## config.mk

```make
export PLATFORM = sky130hd
export DESIGN_NAME = mmio_write_capture
export DESIGN_NICKNAME = d
export VERILOG_FILES = /design/src/rtl/mmio_pkg.sv /design/src/rtl/mmio_write_capture_fifo.sv /design/src/rtl/mmio_write_capture.sv
export SDC_FILE = /design/constraint.sdc
export NUM_CORES = 1
export LEC_CHECK = 0
export BUFFER_PORTS_ARGS = -buffer_cell sky130_fd_sc_hd__buf_2
export CORE_MARGIN = 2
export CORE_UTILIZATION = 52
export DETAILED_ROUTE_END_ITERATION = 16
export GPL_ROUTABILITY_DRIVEN = 0
export PLACE_DENSITY = 0.74
export SLEW_MARGIN = 20
export SYNTH_ARGS = -nofsm -noshare
export SYNTH_HDL_FRONTEND = slang
export SYNTH_SLANG_ARGS = --single-unit
```

## constraint.sdc

```tcl
create_clock -name clk -period 10.58 [get_ports clk]
set_clock_uncertainty 0.05 [all_clocks]
set_input_delay 1.058 -clock clk [delete_from_list [all_inputs] [get_ports clk]]
set_output_delay 1.058 -clock clk [all_outputs]
set_load 0.02 [all_outputs]
```

## src/rtl/mmio_pkg.sv

```systemverilog
// Shared definitions for the MMIO store-capture block: default decode
// constants, the run/drain/halt state encoding and the FIFO entry width.
// Optional feature macro: MMIO_CAPTURE_TIMESTAMP_EN (adds a 32-bit cycle
// stamp to every captured entry, widening entries from 64 to 96 bits).
package mmio_pkg;

    localparam int          MMIO_BIT_DEF  = 11;
    localparam logic [31:0] HALT_ADDR_DEF = 32'h0000_0FFC;

    // Explicit two-bit encoding keeps the state values stable across tools.
    typedef enum logic [1:0] {
        ST_RUN    = 2'd0,
        ST_DRAIN  = 2'd1,
        ST_HALTED = 2'd2
    } state_t;

`ifdef MMIO_CAPTURE_TIMESTAMP_EN
    // {stamp, address, data}
    localparam int ENTRY_W = 96;
`else
    // {address, data}
    localparam int ENTRY_W = 64;
`endif

endpackage : mmio_pkg

```

## src/rtl/mmio_write_capture_fifo.sv

```systemverilog
// First-word-fall-through synchronous FIFO. Pointers carry one extra wrap
// bit so that full and empty are distinguishable when the indices match.
// A push while full is accepted only if a pop happens on the same edge.
module sync_fifo #(
    parameter int WIDTH = 64,
    parameter int DEPTH = 8
) (
    input  logic                       clk,
    input  logic                       resetn,
    input  logic                       push,
    input  logic [WIDTH-1:0]           wr_data,
    input  logic                       pop,
    output logic [WIDTH-1:0]           rd_data,
    output logic                       full,
    output logic                       empty,
    output logic [$clog2(DEPTH):0]     count
);

    localparam int AW = $clog2(DEPTH);

    logic [AW:0]      wr_ptr;
    logic [AW:0]      rd_ptr;
    logic [WIDTH-1:0] mem [DEPTH];
    logic             do_push;
    logic             do_pop;

    assign empty   = (wr_ptr == rd_ptr);
    assign full    = (wr_ptr[AW] != rd_ptr[AW]) && (wr_ptr[AW-1:0] == rd_ptr[AW-1:0]);
    assign count   = wr_ptr - rd_ptr;
    assign do_pop  = pop && !empty;
    assign do_push = push && (!full || do_pop);

    // Head entry falls through combinationally from storage.
    assign rd_data = mem[rd_ptr[AW-1:0]];

    // Advance read/write pointers; clearing them empties the FIFO.
    always_ff @(posedge clk or negedge resetn) begin
        // NOTE: sequential state uses non-blocking assignments so every
        // register samples pre-edge values regardless of statement order.
        if (!resetn) begin
            wr_ptr <= '0;
            rd_ptr <= '0;
        end else begin
            if (do_push) wr_ptr <= wr_ptr + 1'b1;
            if (do_pop)  rd_ptr <= rd_ptr + 1'b1;
        end
    end

    // Entry storage write port.
    always_ff @(posedge clk) begin
        // NOTE: storage is deliberately not reset; the pointers alone decide
        // which slots hold valid data, and an unreset array maps to RAM.
        if (do_push) mem[wr_ptr[AW-1:0]] <= wr_data;
    end

endmodule : sync_fifo

```

## src/rtl/mmio_write_capture.sv

```systemverilog
// Passive snooper on the core<->memory bus. Stores into the MMIO window are
// queued in a FWFT FIFO and offered to a sink over valid/ready. An access to
// the halt address stops capture, lets the FIFO drain, then raises done.
// Optional feature macro: MMIO_CAPTURE_TIMESTAMP_EN (adds out_stamp, the
// free-running cycle count sampled at the capturing edge).
module mmio_write_capture
    import mmio_pkg::*;
#(
    parameter int          DEPTH     = 8,
    parameter int          MMIO_BIT  = MMIO_BIT_DEF,
    parameter logic [31:0] HALT_ADDR = HALT_ADDR_DEF
) (
    input  logic        clk,
    input  logic        resetn,
    input  logic [31:0] address,
    input  logic [31:0] data_out,
    input  logic        we,
    output logic        out_valid,
    input  logic        out_ready,
    output logic [31:0] out_addr,
    output logic [31:0] out_data,
`ifdef MMIO_CAPTURE_TIMESTAMP_EN
    output logic [31:0] out_stamp,
`endif
    output logic        overflow,
    output logic [31:0] wr_count,
    output logic        done
);

    localparam int CW = $clog2(DEPTH) + 1;

    state_t             state;
    logic               is_halt;
    logic               capture;
    logic               push;
    logic               pop;
    logic               drop;
    logic               drained;
    logic               fifo_full;
    logic               fifo_empty;
    logic [CW-1:0]      fifo_count;
    logic [ENTRY_W-1:0] wr_entry;
    logic [ENTRY_W-1:0] head;

    assign is_halt = (address == HALT_ADDR);
    assign capture = (state == ST_RUN) && we && address[MMIO_BIT] && !is_halt;
    assign pop     = !fifo_empty && out_ready;
    // A full FIFO still takes a capture when the head leaves on the same edge.
    assign push    = capture && (!fifo_full || pop);
    assign drop    = capture && fifo_full && !pop;
    // FIFO is empty once this edge's pop (if any) completes; no pushes
    // happen outside RUN, so only the pop can change occupancy here.
    assign drained = fifo_empty || (pop && (fifo_count == CW'(1)));

`ifdef MMIO_CAPTURE_TIMESTAMP_EN
    logic [31:0] cycle_cnt;

    // Free-running cycle counter used to stamp captured entries.
    always_ff @(posedge clk or negedge resetn) begin
        if (!resetn) cycle_cnt <= '0;
        else         cycle_cnt <= cycle_cnt + 32'd1;
    end

    assign wr_entry  = {cycle_cnt, address, data_out};
    assign out_stamp = out_valid ? head[95:64] : 32'd0;
`else
    assign wr_entry  = {address, data_out};
`endif

    sync_fifo #(
        .WIDTH (ENTRY_W),
        .DEPTH (DEPTH)
    ) u_fifo (
        .clk     (clk),
        .resetn  (resetn),
        .push    (push),
        .wr_data (wr_entry),
        .pop     (pop),
        .rd_data (head),
        .full    (fifo_full),
        .empty   (fifo_empty),
        .count   (fifo_count)
    );

    // Head is masked to zero whenever nothing is being offered.
    assign out_valid = !fifo_empty;
    assign out_addr  = out_valid ? head[63:32] : 32'd0;
    assign out_data  = out_valid ? head[31:0]  : 32'd0;

    // Run -> drain on the halt access, drain -> halted once the FIFO empties.
    always_ff @(posedge clk or negedge resetn) begin
        if (!resetn) begin
            state <= ST_RUN;
        end else begin
            case (state)
                ST_RUN:    if (is_halt) state <= ST_DRAIN;
                ST_DRAIN:  if (drained) state <= ST_HALTED;
                ST_HALTED: state <= ST_HALTED;
                default:   state <= ST_RUN;
            endcase
        end
    end

    // done is registered alongside the transition into HALTED.
    always_ff @(posedge clk or negedge resetn) begin
        if (!resetn)                            done <= 1'b0;
        else if (state == ST_DRAIN && drained)  done <= 1'b1;
    end

    // Accepted-capture counter (wraps) and sticky drop flag.
    always_ff @(posedge clk or negedge resetn) begin
        if (!resetn) begin
            wr_count <= '0;
            overflow <= 1'b0;
        end else begin
            if (push) wr_count <= wr_count + 32'd1;
            if (drop) overflow <= 1'b1;
        end
    end

endmodule : mmio_write_capture
```

==> results.yml, run 1 <==
drt:
  wl_met3_mm: 3.18
  vias_per_cell: 5.84
  drtIter0Drc: 691
  wl_per_cell_um: 23.5
  firstDrtPassIters: 5
  drt-total-wl_mm: 44.6
  wl_met1_mm: 18.1
  top_layer: "met5"
  post-route-drc-count: 0
  via_count: 11059
  dr_wl_met2_mm: 22.3
  ant_nets: 0
setup_path:
  worstSetupPathType: "reg -> out"
  cp-end-kind: "output pin"
  reg2reg_slack_ns: 6.14
  cp.arrival_ns: 3.68
  critPathRequiredTime_ns: 9.47
  crit_fanout: 64
  cp-start-kind: "flip-flop"
  reg2regPathDepth: 9
clock_network:
  clkSinkCount: 556
  h-tree-depth: 2
  cts_hold_buf: 0
  clk_latency_ns: 0.60
  cts_buffer_depth: 3
  post_cts_resized: 0
  path_clk_slew_ns: 0.06
  numCtsBuffers: 55
  post_cts_buffers: 0
  clockRootBuffer: "clkbuf_16"
  cts_tree: "built"
timing:
  setup_slack_ns: 5.79
  tightest_slew_ns: 1.10
  fmax_ghz: 0.209
  relSlewSlack: 0.264
  finalCriticalPeriod_ns: 4.79
  setup_tns_ns: 0
  maxSlewViolCount: 0
  hold_viol: 0
  rsz0062_at_grt: "false"
  post-route-period-util: 0.452
  setup_violations: 0
die:
  die_x_um: 209
  fp.dieArea_um2: 43700
  row_count: 75
  coreArea_um2: 41800
  ioPinCount: 167
  initial_core_util: 0.524
  die_h_um: 209
synth:
  synth_top_area_cell: "edfxtp_1"
  avgSynthCellArea_um2: 19.4
  synth_commonest_cells: "edfxtp_1 (512), nand2_1 (147), mux4_2 (128)"
  synth.most_common_cell: "edfxtp_1"
  ys_top_cells_by_area: "edfxtp_1 (70%), mux4_2 (13%), dfrtp_1 (5.0%)"
  ys_seq_elements: 556
  ys_async_sr_fraction: 0.0791
  yosysSeqAreaShare: 0.753
  synth_area_um2: 21900
  synth_fp_nets: 1205
  synth_cells: 1127
  ys_types: 48
  synthFlopType: "edfxtp_1"
  synth-warning-count: 0
  synth-edff-count: 512
  synth_top_cell_area_share: 0.703
placement:
  hpwl_mm: 23.4
  io_buffers: 166
  pre_cts_ws_ns: 6.09
pwr:
  peakVddDrop_mv: 0.217
  power_per_cell_area_nw_per_um2: 271
  cellLeakagePower_nw: 8.64
  total_power_mw: 6.80
global_routing:
  grt_max_degree: 75
  grt_pass1_vias: 11651
  antenna_found_initial: 7
  groute.usage.overall: 0.209
  overflow: 0
  grt_pass1_wl_mm: 68.4
cells_and_area:
  final_util: 0.601
  area_delta_synth_final_pct: 14.7
  final_layout_size_suffix_gt1_frac: 0.315
  nNetsFinal: 1386
hold_path:
  hp-class: "in -> async"
job:
  cap_viol_max_count: 0
run_status:
  status: "finished clean"
## cells in the final DEF, fill, tap and decap left out, types with 14 or more instances in the layout
cell type / n
nor3_1: 14
inv_1: 16
a21oi_1: 66
edfxtp_1: 512
dfrtp_1: 41
buf_4: 17
xor2_1: 27
buf_2: 165
nor4_1: 14
mux4_2: 128
clkbuf_16: 56
nand2_1: 147
clkinv_2: 15
## per-layer routing
metal,track usage,up-vias
li1,-,4869
met1,0.275,5785
met2,0.345,328
met3,0.0592,67
met4,0.0554,10
met5,0,-
## worst paths after layout
path / startpoint / end
max reg2reg: u_fifo.rd_ptr[1] / u_fifo.mem[0][8]
min: resetn / wr_count[15]
min reg2reg: done / done
max in group asynchronous: resetn / u_fifo.rd_ptr[1]
min in group clk: done / done
max: u_fifo.rd_ptr[1] / out_data[29]
## per-stage QoR
| step | area [µm²] | cells | hold slack (ns) |
|---|---|---|---|
| 6_report | 25100 | 1895 | 0.394 |
| 5_1_grt | 25100 | 1893 | 0.438 |
| 4_1_cts | 25100 | 1893 | 0.423 |
| 3_5_place_dp | 23300 | 1790 | 0.407 |
| 3_3_place_gp | 23300 | 1789 | 0.399 |
| 2_1_floorplan | 21900 | 1127 | 0.410 |
## where the power goes
part           internal [mW]  switching, mW  leakage (nW)  total (mW)
registers               2.60          0.160          5.17        2.76
clock network           1.12          0.794         0.877        1.91
logic                  0.849           1.29          2.59        2.13
## cells by family after synthesis
kind of cell | count (synthesis) | synth area share
DFF | 556 | 0.753
buffers and inverters | 76 | 0.0153
xor gates and xnor gates | 39 | 0.0156
AOI/OAI and AO/OA | 73 | 0.0175
and+or+nand+nor | 240 | 0.0576
adders and majority gates | 10 | 0.00607
muxes | 133 | 0.134
## state kept, by name (all words and copies together) (netlist names)
name and flops:
overflow 1, wr_count 32, u_fifo.wr_ptr 4, done 1, u_fifo.mem 512, state 2
u_fifo.rd_ptr 4
## worst max-delay path: stages (launching register included)
cell and delay (ns):
dfrtp_4 1.00, inv_1 0.20, ha_1 0.38, nand3_1 0.12, nor2_4 0.11, buf_4 0.75
a21oi_1 0.24, buf_2 0.24
## layout make-up
type / instances / area, µm²
fillers: 2982 / 16700
flip-flops and latches: 556 / 16500
multi-input cells: 495 / 5110
clock buffers: 68 / 1450
repair buffers: 183 / 981
well taps: 539 / 674
clock inverters: 35 / 329
inverters: 17 / 63.8
diodes: 2 / 5.00
Note: power is estimated with default switching activity, not from simulation.
==> run 2, diff against run 1 <==
==> constraint.sdc (replaced) <==
create_clock -name clk -period 4.9 [get_ports clk]
set_clock_uncertainty 0.05 [all_clocks]
set_input_delay 0.49 -clock clk [delete_from_list [all_inputs] [get_ports clk]]
set_output_delay 0.49 -clock clk [all_outputs]
set_load 0.02 [all_outputs]
==> run 2 against run 1 <==
  * Via count grew 1.1%
  * Largest cell class unchanged
  * Setup slack got worse by 4.7 ns
  * First-iteration DRC count rose by 39%
  * Clock power grew 110%
  * Critical path type unchanged
  * Largest power group unchanged
  * Wire length grew 1.8%
  * Flip-flop and latch count is the same
==> results.yml, run 2 (same netlist as run 1, synthesis figures left out) <==
die:
  die_x_um: 209
  initial_core_util: 0.524
  coreArea_um2: 41800
  ioPinCount: 167
  die_h_um: 209
  fp.dieArea_um2: 43700
  row_count: 75
placement:
  hpwl_mm: 25.8
  io_buffers: 166
  pre_cts_ws_ns: 1.29
  dp_cells: 1799
cells_and_area:
  mostFrequentLayoutCells: "edfxtp_1 (512), buf_2 (166), nand2_1 (147), mux4_2 (128), a21oi_1 (66)"
  final_layout_size_suffix_gt1_frac: 0.319
  final_common_cell: "edfxtp_1"
  final_util: 0.605
  area_delta_synth_final_pct: 15.5
  stdcell_count: 1905
  largest_register_ffs: 512
  area.sequential_um2: 16500
  nNetsFinal: 1396
  multi_input_area_um2: 5150
  n_fill_cell: 2965
pwr:
  combPwrFrac: 0.325
  swShare: 0.331
  cellLeakagePower_nw: 8.70
  peakVddDrop_mv: 0.354
  total_power_mw: 14.8
  power.internal_mw: 9.87
  p_switching_mw: 4.89
  p_seq_frac: 0.397
  power_per_cell_area_nw_per_um2: 585
  clockPowerShare: 0.278
timing:
  relSlewSlack: 0.290
  setup_slack_ns: 1.07
  tightest_slew_ns: 1.06
  post-route-period-util: 0.782
  setup_tns_ns: 0
  rsz0062_at_grt: "false"
  maxSlewViolCount: 0
  fmax_ghz: 0.261
  hold_viol: 0
  finalCriticalPeriod_ns: 3.83
  setup_violations: 0
drt:
  wl_per_cell_um: 23.8
  ant_nets: 0
  vias_per_cell: 5.87
  drt-total-wl_mm: 45.4
  via_count: 11178
  post-route-drc-count: 0
  drtIter0Drc: 960
  firstDrtPassIters: 6
global_routing:
  antenna_found_initial: 10
  grt_max_degree: 106
  globalRouteMet1Util: 0.283
  use_met2: 0.341
  grt_pass1_vias: 11626
  groute.usage.overall: 0.210
  overflow: 0
  grt_busiest_layer: "met2"
  met3_usage: 0.0524
  grt_pass1_wl_mm: 69.0
setup_path:
  cp-start-kind: "flip-flop"
  cp.arrival_ns: 3.29
  critical_path.cell_chain: "inv_1 -> ha_1 -> nand3_1 -> nor2_4 -> buf_4 -> a21oi_1 -> buf_2"
  critPathRequiredTime_ns: 4.36
  crit_slowest_cell: "dfrtp_1"
  r2r_start: "u_fifo.wr_ptr[0]"
  r2r-end: "u_fifo.mem[0][1]"
  worstSetupStartpoint: "u_fifo.wr_ptr[0]"
  crit_fanout: 20
  reg2reg_slack_ns: 1.30
  reg2regPathDepth: 8
  worstSetupPathType: "reg -> out"
  slowest_delay_ns: 0.55
  cp-end-kind: "output pin"
clock_network:
  h-tree-depth: 2
  post_cts_resized: 0
  numCtsBuffers: 54
  cts_tree: "built"
  clockRootBuffer: "clkbuf_16"
  cts_buffer_depth: 3
  clk_latency_ns: 0.59
  clkSinkCount: 556
  path_clk_slew_ns: 0.06
job:
  cap_viol_max_count: 0
hold_path:
  min_to: "u_fifo.mem[5][31]"
  hold_path.startpoint: "data_out[31]"
  hp-class: "in -> reg"
  min_path_cells: 1
run_status:
  status: "finished clean"
==> run 2: cell count changes in the layout (fill, tap and decap cells not counted), sizes merged <==
cell	previous run	this run
bufinv	6	5
dlygate4sd3	0	1
buf	183	193
clkbuf	68	72
diode	2	4
clkinv	27	18
inv	18	20
clkinvlp	1	2
==> run 2: stage by stage <==
step | hold slack (ns) | instance area [µm²]
2_1_floorplan | 0.144 | 21900
3_3_place_gp | 0.408 | 23400
3_5_place_dp | 0.404 | 23400
4_1_cts | 0.0245 | 25200
5_1_grt | 0.0993 | 25200
6_report | 0.121 | 25200
==> run 2: how the worst max path moves through the flow <==
stage                     depth (start not counted)  slack (ns)                end
after global routing                              5        0.88       out_addr[31]
after floorplan                                  11       0.009   u_fifo.mem[0][0]
after detailed placement                          8        1.29  u_fifo.mem[0][50]
after CTS                                         5        0.99       out_data[28]
after global placement                            7        1.33  u_fifo.mem[0][51]
final                                             7        1.07        out_data[3]
==> run 2: repair_timing <==
action                    CTS  global route
setup buffers               0             0
hold endpoints to repair    0            15
hold buffers                0             1
==> run 2: area by class of cell <==
type                            count  area share
Timing Repair Buffer              194      0.0438
Tap cell                          539      0.0267
Inverter                           17     0.00253
Clock inverter                     28      0.0107
Antenna cell                        4    0.000396
Sequential cell                   556       0.653
Multi-Input combinational cell    495       0.204
Clock buffer                       72      0.0590
==> run 2: worst max-delay path: cells and delay by family, from the launching register on <==
kind                       cells  cell delay, ns
and+or+nand+nor                2            0.67
adders and majority gates      1            0.42
DFF                            1            0.55
AOI/OAI and AO/OA              1            0.15
buffers and inverters          3            0.89
==> run 2: power by group through the flow <==
stage	combinational [mW]	clock, mW	sequential [mW]
floorplan	3.38	0	5.85
global placement	4.81	0	5.94
detailed placement	4.85	0	5.96
CTS	4.87	4.18	5.87
global route	5.15	4.35	5.90
finish	4.80	4.10	5.86
==> run 2: layer usage <==
| metal | share of wire | vias to the layer above |
|---|---|---|
| met3 | 0.061 | 86 |
| met4 | 0.029 | 12 |
| met2 | 0.50 | 351 |
| met1 | 0.41 | 5839 |
| met5 | 0.0016 | - |
| li1 | - | 4890 |
==> run 3, diff against run 2 <==
--- a/config.mk
+++ b/config.mk
@@ -10,7 +10,7 @@
 export CORE_UTILIZATION = 52
 export DETAILED_ROUTE_END_ITERATION = 16
 export GPL_ROUTABILITY_DRIVEN = 0
-export PLACE_DENSITY = 0.74
+export PLACE_DENSITY = 0.76
 export SLEW_MARGIN = 20
 export SYNTH_ARGS = -nofsm -noshare
 export SYNTH_HDL_FRONTEND = slang
==> constraint.sdc (replaced) <==
create_clock -name clk -period 3.3 [get_ports clk]
set_clock_uncertainty 0.05 [all_clocks]
set_input_delay 0.33 -clock clk [delete_from_list [all_inputs] [get_ports clk]]
set_output_delay 0.33 -clock clk [all_outputs]
set_load 0.02 [all_outputs]
==> run 3 against run 2 <==
  * Global-route usage rose by 0.90 points
  * Utilization rose by 1.4 points
  * Critical path depth is 2 lower
  * First-iteration DRC count increased by 18%
  * Cell area is 2.2% higher
  * Wire length up 3.0%
  * Critical endpoint is now out_addr[1]
  * Largest power group unchanged
==> results.yml, run 3 (same netlist as run 1, synthesis figures left out) <==
drt:
  drt-total-wl_mm: 46.8
  vias_per_cell: 5.89
  wl_per_cell_um: 23.9
  via_count: 11507
  ant_nets: 0
  post-route-drc-count: 0
  drtIter0Drc: 1135
  firstDrtPassIters: 5
die:
  coreArea_um2: 41800
  initial_core_util: 0.524
  die_h_um: 209
  row_count: 75
  ioPinCount: 167
  fp.dieArea_um2: 43700
  die_x_um: 209
pwr:
  total_power_mw: 21.8
  cellLeakagePower_nw: 8.89
  power_per_cell_area_nw_per_um2: 845
  peakVddDrop_mv: 0.832
global_routing:
  overflow: 0
  antenna_found_initial: 4
  met3_usage: 0.0419
  groute.usage.overall: 0.219
  grt_max_degree: 132
  grt_busiest_layer: "met2"
  grt_pass1_wl_mm: 72.4
  globalRouteMet1Util: 0.305
  grt_pass1_vias: 12166
  use_met2: 0.360
timing:
  post-route-period-util: 0.964
  maxSlewViolCount: 0
  setup_slack_ns: 0.119
  hold_viol: 0
  setup_violations: 0
  rsz0062_at_grt: "false"
  fmax_ghz: 0.314
  timing.hold.ws_ns: 0.0223
  setup_tns_ns: 0
  finalCriticalPeriod_ns: 3.18
  tightest_slew_ns: 0.980
  relSlewSlack: 0.347
setup_path:
  cp-end-kind: "output pin"
  crit_slowest_cell: "buf_12"
  slowest_delay_ns: 0.50
  cp-start-kind: "flip-flop"
  critPathRequiredTime_ns: 2.92
  critical_path.cell_chain: "buf_12 -> mux4_2 -> nand2_1 -> a21oi_1 -> buf_2"
  crit_fanout: 131
  worstSetupPathType: "reg -> out"
  cp.arrival_ns: 2.80
clock_network:
  h-tree-depth: 2
  clockRootBuffer: "clkbuf_16"
  clk_latency_ns: 0.59
  clkSinkCount: 556
  cts_buffer_depth: 3
  path_clk_slew_ns: 0.06
  numCtsBuffers: 53
  post_cts_buffers: 0
  cts_tree: "built"
cells_and_area:
  area_delta_synth_final_pct: 18.1
  stdcell_count: 1954
  mostFrequentLayoutCells: "edfxtp_1 (512), buf_2 (165), nand2_1 (147), mux4_2 (128), a21oi_1 (66)"
  design_area_um2: 25800
  nNetsFinal: 1453
  final_layout_size_suffix_gt1_frac: 0.306
  n_fill_cell: 2817
  largest_register_ffs: 512
  final_common_cell: "edfxtp_1"
  final_util: 0.618
placement:
  place_area_um2: 23600
  io_buffers: 166
  pre_cts_ws_ns: 0.282
  dp_cells: 1801
  hpwl_mm: 25.7
hold_path:
  hp-class: "in -> reg"
job:
  cap_viol_max_count: 0
run_status:
  status: "finished clean"
[run 3: repair_timing]
item | CTS | global route
endpoints found under the hold margin | 493 | 0
setup endpoints to repair | 0 | 0
hold buffers | 58 | 0
resized for setup | 0 | 0
[run 3: layer usage]
metal,share of wire,wire (µm),up-vias
met5,0.00053,25,-
met4,0.020,918,4
met3,0.077,3590,60
met2,0.49,23100,502
met1,0.41,19100,5947
li1,-,-,4994
[run 3: layout make-up]
class | count | area (µm²) | share of cell area
Tap cell | 539 | 674 | 0.0261
Multi-Input combinational cell | 495 | 5160 | 0.200
Clock inverter | 29 | 265 | 0.0103
Inverter | 17 | 66.3 | 0.00257
Antenna cell | 2 | 5.00 | 0.000194
Sequential cell | 556 | 16500 | 0.639
Timing Repair Buffer | 252 | 1790 | 0.0692
Clock buffer | 64 | 1370 | 0.0530
[run 3: power by group]
group,switching (mW),internal (mW)
Clock,2.52,3.26
Combinational,4.57,2.91
Sequential,0.230,8.32
Total,7.32,14.5
[run 3: critical path, delay by kind of cell (launching register included)]
family          cells  cell delay, ns
buf+inv             2            0.74
flops               1            0.44
mux                 1            0.36
compound gates      1            0.35
simple gates        1            0.06
[run 3: final timing paths]
check	startpoint	endpoint	slack (ns)	cells after the start
min in group asynchronous	resetn	wr_count[31]	0.22	2
setup reg to reg	u_fifo.wr_ptr[0]	u_fifo.mem[2][56]	0.27	8
hold reg to reg	wr_count[31]	wr_count[31]	0.44	1
hold / removal	out_ready	u_fifo.rd_ptr[2]	0.02	3
setup / recovery	u_fifo.rd_ptr[1]	out_addr[1]	0.12	5
max in group asynchronous	resetn	u_fifo.rd_ptr[1]	2.54	2
